$ cat config.mk
export PLATFORM = sky130hd
export DESIGN_NAME = w5500_init_seq
export DESIGN_NICKNAME = d
export VERILOG_FILES = /design/src/rtl/w5500_pkg.sv /design/src/rtl/w5500_frame_push.sv /design/src/rtl/w5500_init_seq.sv
export SDC_FILE = /design/constraint.sdc
export NUM_CORES = 1
export LEC_CHECK = 0
export CAP_MARGIN = 0
export CORE_ASPECT_RATIO = 0.8
export CORE_UTILIZATION = 49
export CTS_BUF_LIST = sky130_fd_sc_hd__clkbuf_4 sky130_fd_sc_hd__clkbuf_8
export CTS_CLUSTER_DIAMETER = 50
export DETAILED_ROUTE_END_ITERATION = 12
export MAX_ROUTING_LAYER = met4
export PLACE_DENSITY = 0.73
export SLEW_MARGIN = 20
export SYNTH_ARGS = -nofsm -noshare
export SYNTH_HDL_FRONTEND = slang
export SYNTH_SLANG_ARGS = --single-unit
export TNS_END_PERCENT = 100
$ cat constraint.sdc
create_clock -name clk -period 2.4 [get_ports clk]
set_clock_uncertainty 0.1 [all_clocks]
set_input_delay 0.48 -clock clk [delete_from_list [all_inputs] [get_ports clk]]
set_output_delay 0.48 -clock clk [all_outputs]
set_load 0.005 [all_outputs]
$ cat src/rtl/w5500_pkg.sv
// Shared types and constants for the W5500 power-up sequencer: register table,
// frame control-byte helper and sequencer state encoding.
package w5500_pkg;

    localparam int NUM_REGS = 6;
    localparam int IDX_W    = $clog2(NUM_REGS + 1);

    localparam logic [15:0] VERSIONR_ADDR = 16'h0039;

    typedef struct packed {
        logic [15:0] addr;
        logic [4:0]  bsb;
        logic [7:0]  data;
    } w5500_reg_t;

    // Common-register block: clear MR, gateway 192.168.1.1, PHY auto-negotiation enabled.
    localparam w5500_reg_t INIT_REGS [NUM_REGS] = '{
        '{addr: 16'h0000, bsb: 5'h00, data: 8'h00},
        '{addr: 16'h0001, bsb: 5'h00, data: 8'hC0},
        '{addr: 16'h0002, bsb: 5'h00, data: 8'hA8},
        '{addr: 16'h0003, bsb: 5'h00, data: 8'h01},
        '{addr: 16'h0004, bsb: 5'h00, data: 8'h01},
        '{addr: 16'h002E, bsb: 5'h00, data: 8'hB8}
    };

    typedef enum logic [3:0] {
        S_RST_ASSERT,
        S_RST_WAIT,
        S_LOAD,
        S_FIRE,
        S_WAIT_HI,
        S_WAIT_LO,
        S_VLOAD,
        S_VFIRE,
        S_VREAD,
        S_VCAP,
        S_DONE,
        S_ERROR
    } w5500_state_t;

    // Variable-length-data-mode control byte: block select, read/write bit, OM=00.
    function automatic logic [7:0] ctrl_byte(input logic [4:0] bsb, input logic rwb);
        return {bsb, rwb, 2'b00};
    endfunction

endpackage

$ cat src/rtl/w5500_frame_push.sv
// Serialises up to four frame bytes into the TX FIFO, holding the current byte
// while the FIFO reports full.
module w5500_frame_push (
    input  logic            clk,
    input  logic            rst,
    input  logic            go,
    input  logic [3:0][7:0] frame,
    input  logic [2:0]      nbytes,
    input  logic            full,
    output logic [7:0]      wdata,
    output logic            wr,
    output logic            frame_done
);

    logic [1:0] ptr;

    assign wr         = go & ~full;
    assign wdata      = go ? frame[ptr] : 8'h00;
    assign frame_done = wr && ({1'b0, ptr} == nbytes - 3'd1);

    always_ff @(posedge clk or negedge rst) begin
        if (!rst) begin
            ptr <= '0;
        end else if (!go || frame_done) begin
            ptr <= '0;
        end else if (wr) begin
            ptr <= ptr + 2'd1;
        end
    end

endmodule

$ cat src/rtl/w5500_init_seq.sv
// W5500 power-up sequencer: hardware reset, register-write frames through the
// SPI command path, then a VERSIONR read-back check.
module w5500_init_seq
    import w5500_pkg::*;
#(
    parameter int unsigned DATA           = 8,
    parameter int unsigned RST_CYCLES     = 50000,
    parameter int unsigned WAIT_CYCLES    = 25000000,
    parameter int unsigned TIMEOUT_CYCLES = 1000000,
    parameter logic [7:0]  VERSION_VAL    = 8'h04
) (
    input  logic            clk,
    input  logic            rst,
    input  logic            start,
    output logic [DATA-1:0] wdata,
    output logic            wr,
    input  logic            full,
    input  logic [DATA-1:0] rdata,
    output logic            rd,
    input  logic            empty,
    output logic [15:0]     len,
    output logic            op,
    output logic            work,
    input  logic            busy,
    output logic            wrst,
    output logic            done,
    output logic            error
);

    localparam logic [IDX_W-1:0] LAST_IDX = IDX_W'(NUM_REGS);

    w5500_state_t     state, state_n;
    logic [31:0]      cnt, cnt_n;
    logic [IDX_W-1:0] idx, idx_n;

    logic             push_go, frame_done, in_xfer;
    logic [3:0][7:0]  frame;
    logic [2:0]       nbytes;
    logic [7:0]       push_data;
    w5500_reg_t       cur;

    assign in_xfer = (state == S_WAIT_HI) || (state == S_WAIT_LO);
    assign push_go = (state == S_LOAD) || (state == S_VLOAD);

    always_comb begin
        cur    = INIT_REGS[idx];
        frame  = '0;
        nbytes = 3'd4;
        if (state == S_VLOAD) begin
            frame[0] = VERSIONR_ADDR[15:8];
            frame[1] = VERSIONR_ADDR[7:0];
            frame[2] = ctrl_byte(5'b00000, 1'b0);
            nbytes   = 3'd3;
        end else begin
            frame[0] = cur.addr[15:8];
            frame[1] = cur.addr[7:0];
            frame[2] = ctrl_byte(cur.bsb, 1'b1);
            frame[3] = cur.data;
        end
    end

    w5500_frame_push u_push (
        .clk        (clk),
        .rst        (rst),
        .go         (push_go),
        .frame      (frame),
        .nbytes     (nbytes),
        .full       (full),
        .wdata      (push_data),
        .wr         (wr),
        .frame_done (frame_done)
    );

    assign wdata = push_data;

    always_ff @(posedge clk or negedge rst) begin
        if (!rst) begin
            state <= S_RST_ASSERT;
            cnt   <= '0;
            idx   <= '0;
        end else begin
            state <= state_n;
            cnt   <= cnt_n;
            idx   <= idx_n;
        end
    end

    // During a transfer cnt holds cycles elapsed since the work pulse, so the
    // timeout fires exactly TIMEOUT_CYCLES after work; a busy edge wins a tie.
    always_comb begin
        state_n = state;
        cnt_n   = cnt;
        idx_n   = idx;
        rd      = 1'b0;
        work    = 1'b0;
        case (state)
            S_RST_ASSERT: begin
                if (cnt == RST_CYCLES - 1) begin
                    cnt_n   = '0;
                    state_n = S_RST_WAIT;
                end else begin
                    cnt_n = cnt + 32'd1;
                end
            end
            S_RST_WAIT: begin
                if (cnt == WAIT_CYCLES - 1) begin
                    cnt_n   = '0;
                    idx_n   = '0;
                    state_n = S_LOAD;
                end else begin
                    cnt_n = cnt + 32'd1;
                end
            end
            S_LOAD:  if (frame_done) state_n = S_FIRE;
            S_VLOAD: if (frame_done) state_n = S_VFIRE;
            S_FIRE, S_VFIRE: begin
                work    = 1'b1;
                cnt_n   = 32'd1;
                state_n = S_WAIT_HI;
            end
            S_WAIT_HI: begin
                cnt_n = cnt + 32'd1;
                if (busy)                            state_n = S_WAIT_LO;
                else if (cnt == TIMEOUT_CYCLES - 1)  state_n = S_ERROR;
            end
            S_WAIT_LO: begin
                cnt_n = cnt + 32'd1;
                if (!busy) begin
                    if (idx == LAST_IDX) begin
                        state_n = S_VREAD;
                    end else begin
                        idx_n   = idx + 1'b1;
                        state_n = (idx + 1'b1 == LAST_IDX) ? S_VLOAD : S_LOAD;
                    end
                end else if (cnt == TIMEOUT_CYCLES - 1) begin
                    state_n = S_ERROR;
                end
            end
            S_VREAD: begin
                if (!empty) begin
                    rd      = 1'b1;
                    state_n = S_VCAP;
                end
            end
            S_VCAP: state_n = (rdata == VERSION_VAL) ? S_DONE : S_ERROR;
            S_DONE, S_ERROR: begin
                if (start) begin
                    cnt_n   = '0;
                    idx_n   = '0;
                    state_n = S_RST_ASSERT;
                end
            end
            default: state_n = S_RST_ASSERT;
        endcase
    end

    assign wrst  = (state != S_RST_ASSERT);
    assign len   = ((state == S_FIRE) || (state == S_VFIRE) || in_xfer) ? 16'd4 : 16'd0;
    assign op    = (state == S_FIRE) || (in_xfer && (idx != LAST_IDX));
    assign done  = (state == S_DONE);
    assign error = (state == S_ERROR);

endmodule

; Word level (Yosys, flattened, before mapping)
; Memory sizes are Yosys's and may differ from the RTL's.
; Cells that the tools add are included.
[totals]
ff_bits = 41
romBits = 232
inputBits = 14
elab_cells = 97
n_memories = 1
[memory_table]
columns = name, words, word_bits, rd, rd_ports_with_merged_regs, wr, line_no
row1 = (name not given), 8, 29, 1, 0, 0, w5500_init_seq.sv:46  ; cur = INIT_REGS[idx];
[op_classes]
n_addsub = 4
n_lt_le_gt_ge = 2
eq_ne = 27
mux = 36
bitwise = 3
n_reduce_logical = 20
[ops]
columns = cell, count
row1 = $pmux 32 s5, 1
row2 = $mux 32, 3
row3 = $mux 29, 2
row4 = $mux 4, 10
row5 = $pmux 4 s10, 1
row6 = $add 32x1->32 const B, 1
row7 = $eq 32x16->1 const B, 1
row8 = $eq 32x20->1 const B, 1
row9 = $eq 32x25->1 const B, 1
row10 = $mux 24, 1
row11 = $mux 8, 3
row12 = $mux 3, 7
row13 = $bmux 8 s2, 1
row14 = $eq 4x3->1 const B, 4
row15 = $eq 4x4->1 const B, 4
row16 = $ne 2x2->1 const B, 6
row17 = $pmux 3 s3, 1
row18 = $eq 4x2->1 const B, 2
row19 = $eq 8x3->1 const B, 1
row20 = $eq 3x3->1 const B, 2
row21 = $logic_or 1x1->1, 6
row22 = $reduce_and 6->1, 1
row23 = $reduce_or 2->1, 3
row24 = $reduce_and 5->1, 1
row25 = 22 further kinds, 28

; Logic depth before layout (Yosys ltp)
; Gate-level depths: netlist of the first run.
[logic_depth]
ltp_word = 8
depth_mapped = 9
depth_no_buf = 9

; Cells and area by module
; A second synthesis of the first run with hierarchy kept.
[unflattened]
hier_cells = 380
hier_area_um2 = 3219.3
[by_module_without_submodules]
columns = mod, n_inst, cells_each, area_each_um2, seq_area_each_um2
row1 = w5500_init_seq, 1, 341, 2791.4, 975.9
row2 = w5500_frame_push, 1, 39, 427.9, 50.0

; Least setup slack after synthesis of the first run
; Ideal clock, no wire load.
[synth_timing]
kind = reg2reg
start = register state[0]
end = register state[0]
setup_time_ns = 0.127
arrival_ns = 1.987
t_required_ns = 2.173
slack_ns = 0.185
path_stages_with_launch = 10
path_buffers = 0
synth_period_minus_slack_ns = 2.215
path_cell_list = dfrtp_1 nand2b_1 nor2_1 nand2_1 ha_1 nand2_1 nor2_1 o32a_1 nand3_2 mux2_1
[synth_via]
elab_chain_len = 7
elab_cells_between_ends = 31
cone_classes = add/sub (1) / eq/ne (18) / mux (5) / bitwise (1) / reduce/logical (6)
[synth_lines]
columns = item, line_no
row1 = start: declaration, w5500_init_seq.sv:32  ; w5500_state_t state, state_n;
row2 = start signal: assignment, w5500_init_seq.sv:82  ; state <= state_n;
row3 = $eq 4x3->1, "w5500_init_seq.sv:43, w5500_init_seq.sv:49, w5500_init_seq.sv:96"
row4 = $mux 3, w5500_init_seq.sv:49  ; if (state == S_VLOAD) begin
row5 = $sub 3x1->3, w5500_frame_push.sv:19  ; assign frame_done = wr && ({1'b0, ptr} == nbytes - 3'd1);
row6 = $eq 2x3->1, w5500_frame_push.sv:19
row7 = $logic_and 1x1->1, w5500_frame_push.sv:19
row8 = $ne 2x1->1 (no line), n/a
row9 = $reduce_and 6->1 (no line), n/a
; Several ways; a longest one is shown, not always the timed one.
; A chain may end at the register's enable or synchronous reset.

; Final worst setup path of the first run
[layout_timing]
start = register state[3]
end = output port wr
[layout_via]
elab_chain_len = 3
elab_cells_between_ends = 4
cone_classes = eq/ne (2) / bitwise (1) / reduce/logical (1)
[layout_lines]
columns = item, line_no
row1 = $eq 4x2->1 / $eq 4x3->1 (equally long branches), w5500_init_seq.sv:43  ; assign push_go = (state == S_LOAD) || (state == S_VLOAD);
row2 = $logic_or 1x1->1 *, w5500_init_seq.sv:43
row3 = $and 1x1->1 *, w5500_frame_push.sv:17  ; assign wr = go & ~full;
row4 = end: declaration, w5500_init_seq.sv:16  ; output logic wr,
; Mark *: on every way between the ends. The rest lies on a longest branch, timed or not.

==> summary.md, run 1 <==
| Metric | Value |
|---|---|
| Status | finished clean |
| Vias | 2790 |
| Cell accounting for the most synthesized area | dfrtp_1 |
| Final Cycle Share | a little over nine tenths |
| Share of cells above drive strength 1 | between 10% and 20% |
| Metal-1 WL | 3.45 mm |
| DP HPWL | 4.96 mm |
| Initial Util | 50.7% |
| Total Wirelength | 7.15 mm |
| Total GRT Usage | 23.3% |
| Post-synth EDFFs | 0 |
| Setup TNS | 0 ns |
| Initial antenna violation count | 0 |
| H-tree levels | 2 |
| Total power | 2.64 mW |
| Clock buffer depth | 2 |
| Ys flop type | dfrtp_1 |
| Io pins | 45 |
| Area Growth Syn to Fin | 20.8% |
| CTS Sinks | about 40 |
| # fillers | 539 |
| Die W | 89.2 µm |
| MaxCap Viol Count | 0 |
| Power Density | 734 mW/mm² |
| Worst EP required | 1.82 ns |
| Worst slew pin tran | 0.534 ns |
| Static Leak | 1.60 nW |
| RR Startpoint | cnt[0] |
| DR WL met3 | 516 µm |
| Flop and latch count out of synthesis | 41 |
| Synth Instances | 351 |
| Unique cell type count in the Yosys netlist | 61 |
| Full die area | 0.00640 mm² |
| # diodes | 0 |
| Worst Hold Class | input port to async pin |
| Routed wl met2 | between 3 and 4 mm |
| Crit Path Class | flop to output port |
| Pre-antenna DRT Iters | 5 |
| Register area share after synthesis | 34.4% |
| Final slew viol count | 0 |
| First-pass GRT wire length | approximately 11 mm |
| Core area | 0.00588 mm² |
| Initial drt markers | 233 |
| Post-Syn Area | roughly 0.0030 mm² |
| DR vias/cell | between 5 and 6 |
| Final setup fails | 0 |
| CP Max Fanout | 15 |
| Total grt overflow | 0 |
| Crit path launch type | flop |
| Slew HR | 64.4% |
| Multi-input logic area | about 0.0018 mm² |
| Storage cell area | 0.00103 mm² |
| Hold buffer count at CTS | 0 |
| Die H | 71.8 µm |
| Crit path DAT | 1.74 ns |
| Clock transition at path regs | roughly 0.09 ns |
| Final hold vios | 0 |
| Synth Warn # | 0 |
| Fraction of registers with async set/reset | 100% |
| Worst reg2reg path endpoint | cnt[12] |
| Top Metal Used | met4 |
| Clk_lat worst skew | roughly 0.30 ns |
| Layout Nets | 423 |
| ANT nets after route | 0 |
| Worst vdd ir | about 380 µV |
| Post-layout min period | 2.32 ns |
| Clock root cell | clkbuf_8 |
| Design area | 0.00360 mm² |
| Synth top area share | 34.4% |
| Cell Area, Placed | 0.00336 mm² |
| Avg WL per Cell | 14.8 µm |
| Largest net degree at the start of global routing | 29 |
| Row count | 25 |
| CP endpoint kind | output port |
| Post-route DRC | 0 |
| CTS tree | yes |
| PortBufs | 29 |
| Post-layout util | roughly three fifths |
| Syn Area/Cell | 8.49 µm² |
| Max Clk Rate | roughly 0.43 GHz |
| Num CTS Buffers | 5 |
| Vias in the first global route | 2445 |
| Largest cells by area after synthesis | dfrtp_1 34%, nor2_1 7.6%, xor2_1 5.0% |
| GP Congestion | 0.870 |
| R2r setup slk | around 0.14 ns |
| Cell depth of the worst flop-to-flop path | 8 |
## through the flow
stage,instances,hold WS (ns),setup slack [ns]
after floorplan,365,0.0844,0.185
after global placement,469,0.381,0.0430
after detailed placement,469,0.380,-0.0241
after CTS,480,0.0526,-0.0413
after global routing,484,0.0589,-0.0169
final,484,0.0394,0.0817
## layer usage
metal	vias to the layer above	track usage, %
met5	-	-
met4	0	3.53
met3	7	3.57
met2	118	34.4
met1	1340	34.5
li1	1325	-
## logic make-up after synthesis
logic type / synth area share [%]
AOI/OAI and AO/OA: 13.2
xor gates and xnor gates: 6.76
adders and majority gates: 2.52
buffers and inverters: 9.70
DFF: 34.4
muxes: 0.378
other: 0.126
and+or+nand+nor: 32.9
## worst max path at each step
stage	slack [ns]	cells past startpoint	startpoint	endpoint
6_report	0.08	5	state[3]	wr
5_1_grt	-0.02	5	state[3]	wr
4_1_cts	-0.04	8	state[0]	wdata[0]
3_5_place_dp	-0.02	5	state[0]	wdata[1]
3_3_place_gp	0.04	8	state[0]	wdata[4]
2_1_floorplan	0.19	9	state[0]	state[0]
## sequential cells by signal, summed over array words and instances (netlist names)
| signal | flops |
|---|---|
| cnt | 32 |
| idx | 3 |
| state | 4 |
| u_push.ptr | 2 |
## worst max-delay path, cell delays in order (launching register included)
cell,delay [ns]
dfrtp_1,0.42
buf_6,0.17
nor2_2,0.13
nand2_2,0.12
nor2_1,0.10
clkdlybuf4s50_1,0.50
## what timing repair did
item                       in CTS  in global routing
gates resized for setup        19                 24
buffers inserted                4                  2
pin swaps                       3                  3
gates cloned                    0                  2
setup endpoints to repair       9                 35
## cells in the final DEF, fill, tap and decap left out, types with 3 or more instances in the layout
cell type / instances
nor2_1: 57
buf_6: 4
o31ai_1: 3
o21ai_0: 13
nand2_2: 3
clkdlybuf4s50_1: 17
nor4b_1: 4
and2_1: 3
and4_1: 3
clkbuf_8: 6
xnor2_1: 6
nand2_1: 29
nand3_2: 3
nand4_1: 9
and3_1: 5
a31oi_1: 4
dfrtp_1: 39
nand3_1: 14
nand2b_1: 5
xor2_1: 17
dlygate4sd2_1: 6
nor3_1: 14
conb_1: 15
nor4_1: 9
buf_4: 25
inv_1: 8
ha_1: 5
dlymetal6s2s_1: 3
a21oi_1: 14
## Yosys cell counts, types with 7 or more instances
library cell and number:
nor4_1 10, nand4_1 9, nand2_1 32, dfrtp_1 41, a21oi_1 15, inv_1 9
o21ai_0 13, nor3_1 15, nand2b_1 7, buf_4 16, nor2_1 60, xor2_1 17
nand3_1 15
## cell type report
class	count	area share (%)
repair buffers	60	14.8
well taps	81	2.82
inverters	10	1.15
multi-input cells	285	50.2
clock inverters	1	0.209
flip-flops and latches	41	28.6
clock buffers	6	2.29
## power breakdown
part | switching (mW) | internal [mW] | total, mW | leakage [nW]
clock | 0.241 | 0.228 | 0.469 | 0.0433
combinational | 0.730 | 0.569 | 1.30 | 0.996
sequential | 0.104 | 0.771 | 0.875 | 0.558
total | 1.07 | 1.57 | 2.64 | 1.60
Power figures use the tool's default switching activity.
==> run 2, diff against run 1 <==
- CELL_PAD_IN_SITES_DETAIL_PLACEMENT: default -> 0
- CELL_PAD_IN_SITES_GLOBAL_PLACEMENT: default -> 2
- CORE_MARGIN: default -> 2
- CORE_UTILIZATION: 49 -> 34
- PLACE_DENSITY: 0.73 -> 0.8
- clock period: 2.4 -> 2.6 ns (I/O delays scaled with it)
==> run 2 against run 1 <==
Against the previous run:
- critical path depth unchanged
- via count is 6.1% lower
- die area increased by 49%
- critical path type unchanged
==> summary.md, run 2 (synthesized netlist as in run 1, its figures left out) <==
| Metric | Value |
|---|---|
| Status | finished clean |
| Cell count after placement | 497 (+6.0%) |
| Share of cells above drive strength 1 | 17.6% (-1.8 points) |
| PortBufs | 29 (unchanged) |
| # fillers | 888 (+65%) |
| Power Density | 668 mW/mm² (-9.0%) |
| # diodes | 0 (unchanged) |
| Internal power | 1.42 mW (-9.4%) |
| Biggest regs | cnt (32), state (4), idx (3) |
| Core area | 0.00848 mm² (+44%) |
| CP endpoint kind | output port |
| Avg WL per Cell | 14.5 µm (-1.9%) |
| Cell Area, Placed | 0.00338 mm² (+0.48%) |
| Initial Util | 35.1% (-16 points) |
| Total grt overflow | 0 (unchanged) |
| Power share of the combinational group | 48.1% (-1.1 points) |
| Max Clk Rate | 0.409 GHz |
| Worst vdd ir | 289 µV (-23%) |
| Total GRT Usage | 16.8% (-6.5 points) |
| Clk_lat worst skew | 0.30 ns (about the same) |
| CTS tree | yes |
| Net load switching power | 977 µW (-9.1%) |
| Initial antenna violation count | 0 (unchanged) |
| Final setup fails | 0 (unchanged) |
| Full die area | 0.00954 mm² (+49%) |
| ANT nets after route | 0 (unchanged) |
| Final Cycle Share | 93.9% |
| CP Max Fanout | 15 (unchanged) |
| CTS Sinks | 41 (unchanged) |
| Clock root cell | clkbuf_8 |
| Sequential Power Share | 34.0% (+0.9 points) |
| Worst Hold Class | flop to flop |
| RR Startpoint | cnt[0] |
| Final hold vios | 0 (unchanged) |
| Clk pwr share | 17.9% (+0.2 points) |
| DR vias/cell | 5.14 (-11%) |
| Layout Nets | 417 (-1.4%) |
| First-pass GRT wire length | 12.3 mm (+8.0%) |
| H-tree levels | 2 (unchanged) |
| Cell depth of the worst flop-to-flop path | 8 (unchanged) |
| Worst Hold Slack | 0.464 ns (+0.424 ns) |
| Crit path launch type | flop |
| Design area | 0.00359 mm² (-0.28%) |
| GP Congestion | 0.812 (-6.7%) |
| Die H | 87.7 µm (+22%) |
| Initial drt markers | 174 (-25%) |
| Worst EP required | 1.98 ns (+0.16 ns) |
| Crit path DAT | 1.82 ns (+0.08 ns) |
| Max reg flops | 32 (unchanged) |
| RSZ-0062 raised after global routing | no |
| Vias in the first global route | 2381 (-2.6%) |
| Hold path start | idx[1] |
| Post-Layout Cell Count | 510 (+5.4%) |
| Worst reg2reg path endpoint | cnt[17] |
| Num CTS Buffers | 5 (unchanged) |
| Sw Share | 40.7% (+0.074 points) |
| End of the worst hold path | idx[1] |
| Vias | 2620 (-6.1%) |
| Final slew viol count | 0 (unchanged) |
| Post-layout util | 42.3% (-19 points) |
| Multi-input logic area | 0.00178 mm² (-1.6%) |
| Pre-antenna DRT Iters | 4 (-1) |
| Storage cell area | 0.00103 mm² (+0.36%) |
| Crit Path Class | flop to output port |
| Row count | 30 (+20%) |
| Commonest non-fill, non-tap cells in the layout | 57 x nor2_1, 36 x dfrtp_1, 29 x nand2_1 |
| R2r setup slk | 0.28 ns (+0.14 ns) |
| Post-route DRC | 0 (unchanged) |
| Static Leak | 1.59 nW (-0.22%) |
| Die W | 109 µm (+22%) |
| Hold path cells | 2 |
| Io pins | 45 (unchanged) |
| DP HPWL | 5.50 mm (+11%) |
| MaxCap Viol Count | 0 (unchanged) |
| Post-layout min period | 2.44 ns |
| Total Wirelength | 7.39 mm (+3.3%) |
| Clock buffer depth | 2 (unchanged) |
| Largest net degree at the start of global routing | 29 (unchanged) |
| Most common cell after layout, fill and taps aside | nor2_1 |
| Reg with most FFs | cnt |
| Clock transition at path regs | 0.09 ns (about the same) |
| Area Growth Syn to Fin | 20.4% |
-- run 2: cell count changes in the layout (fill, tap and decap cells not counted), moves of 2 or more --
cell	delta
clkdlybuf4s50_1	+4
dlygate4sd2_1	-4
buf_6	-3
dfrtp_1	-3
dfrtp_2	+3
buf_4	-2
clkbuf_2	-2
dlymetal6s2s_1	+2
-- run 2: timing repair --
item	CTS	global route
hold endpoints to repair	10	0
buffers inserted	4	0
gates resized for setup	10	21
hold buffers	1	0
endpoints found under the setup margin	8	9
pin swaps	1	4
-- run 2: power by group through the flow --
| stage | Combinational [mW] | Sequential (mW) | Clock, mW |
|---|---|---|---|
| after floorplan | 0.811 | 0.790 | 0 |
| after global placement | 1.08 | 0.812 | 0 |
| after detailed placement | 1.09 | 0.814 | 0 |
| after CTS | 1.14 | 0.806 | 0.452 |
| after global routing | 1.30 | 0.826 | 0.487 |
| final | 1.15 | 0.814 | 0.429 |
-- run 2: cell type report --
type                    count  share of cell area, %
multi-input cells         284                   49.5
flip-flops and latches     41                   28.8
repair buffers             55                   14.2
well taps                 112                   3.90
clock buffers               5                   1.92
inverters                  10                   1.15
clock inverters             3                  0.593
-- run 2: per-layer routing --
layer	up-vias	wire length (µm)	global-route usage, %
li1	1311	-	-
met1	1237	3920	26.0
met2	68	3010	22.7
met3	4	431	3.27
met4	0	26	2.56
met5	-	0	-
-- run 2: worst max-delay path by stage --
stage              from       end  slack (ns)  depth (start not counted)
2_1_floorplan  state[0]  state[0]        0.39                          9
3_3_place_gp   state[0]  wdata[4]        0.16                          8
3_5_place_dp   state[0]  wdata[4]        0.12                          8
4_1_cts        state[0]  wdata[7]       -0.01                          6
5_1_grt        state[3]  wdata[2]        0.03                          5
6_report       state[3]  wdata[2]        0.16                          5
-- run 2: metrics by stage --
| stage | TNS (ns) | setup WS, ns | power (mW) |
|---|---|---|---|
| after CTS | -0.0129 | -0.0106 | 2.40 |
| after global placement | 0 | 0.158 | 1.89 |
| final | 0 | 0.158 | 2.40 |
| after detailed placement | 0 | 0.120 | 1.90 |
| after floorplan | 0 | 0.385 | 1.60 |
| after global routing | 0 | 0.0262 | 2.61 |
-- run 2: worst max-delay path, stage by stage, from the launching register on --
cell	delay, ns
dfrtp_1	0.42
buf_4	0.22
nor2_1	0.16
nand2_2	0.13
nor2_1	0.12
clkdlybuf4s50_1	0.50
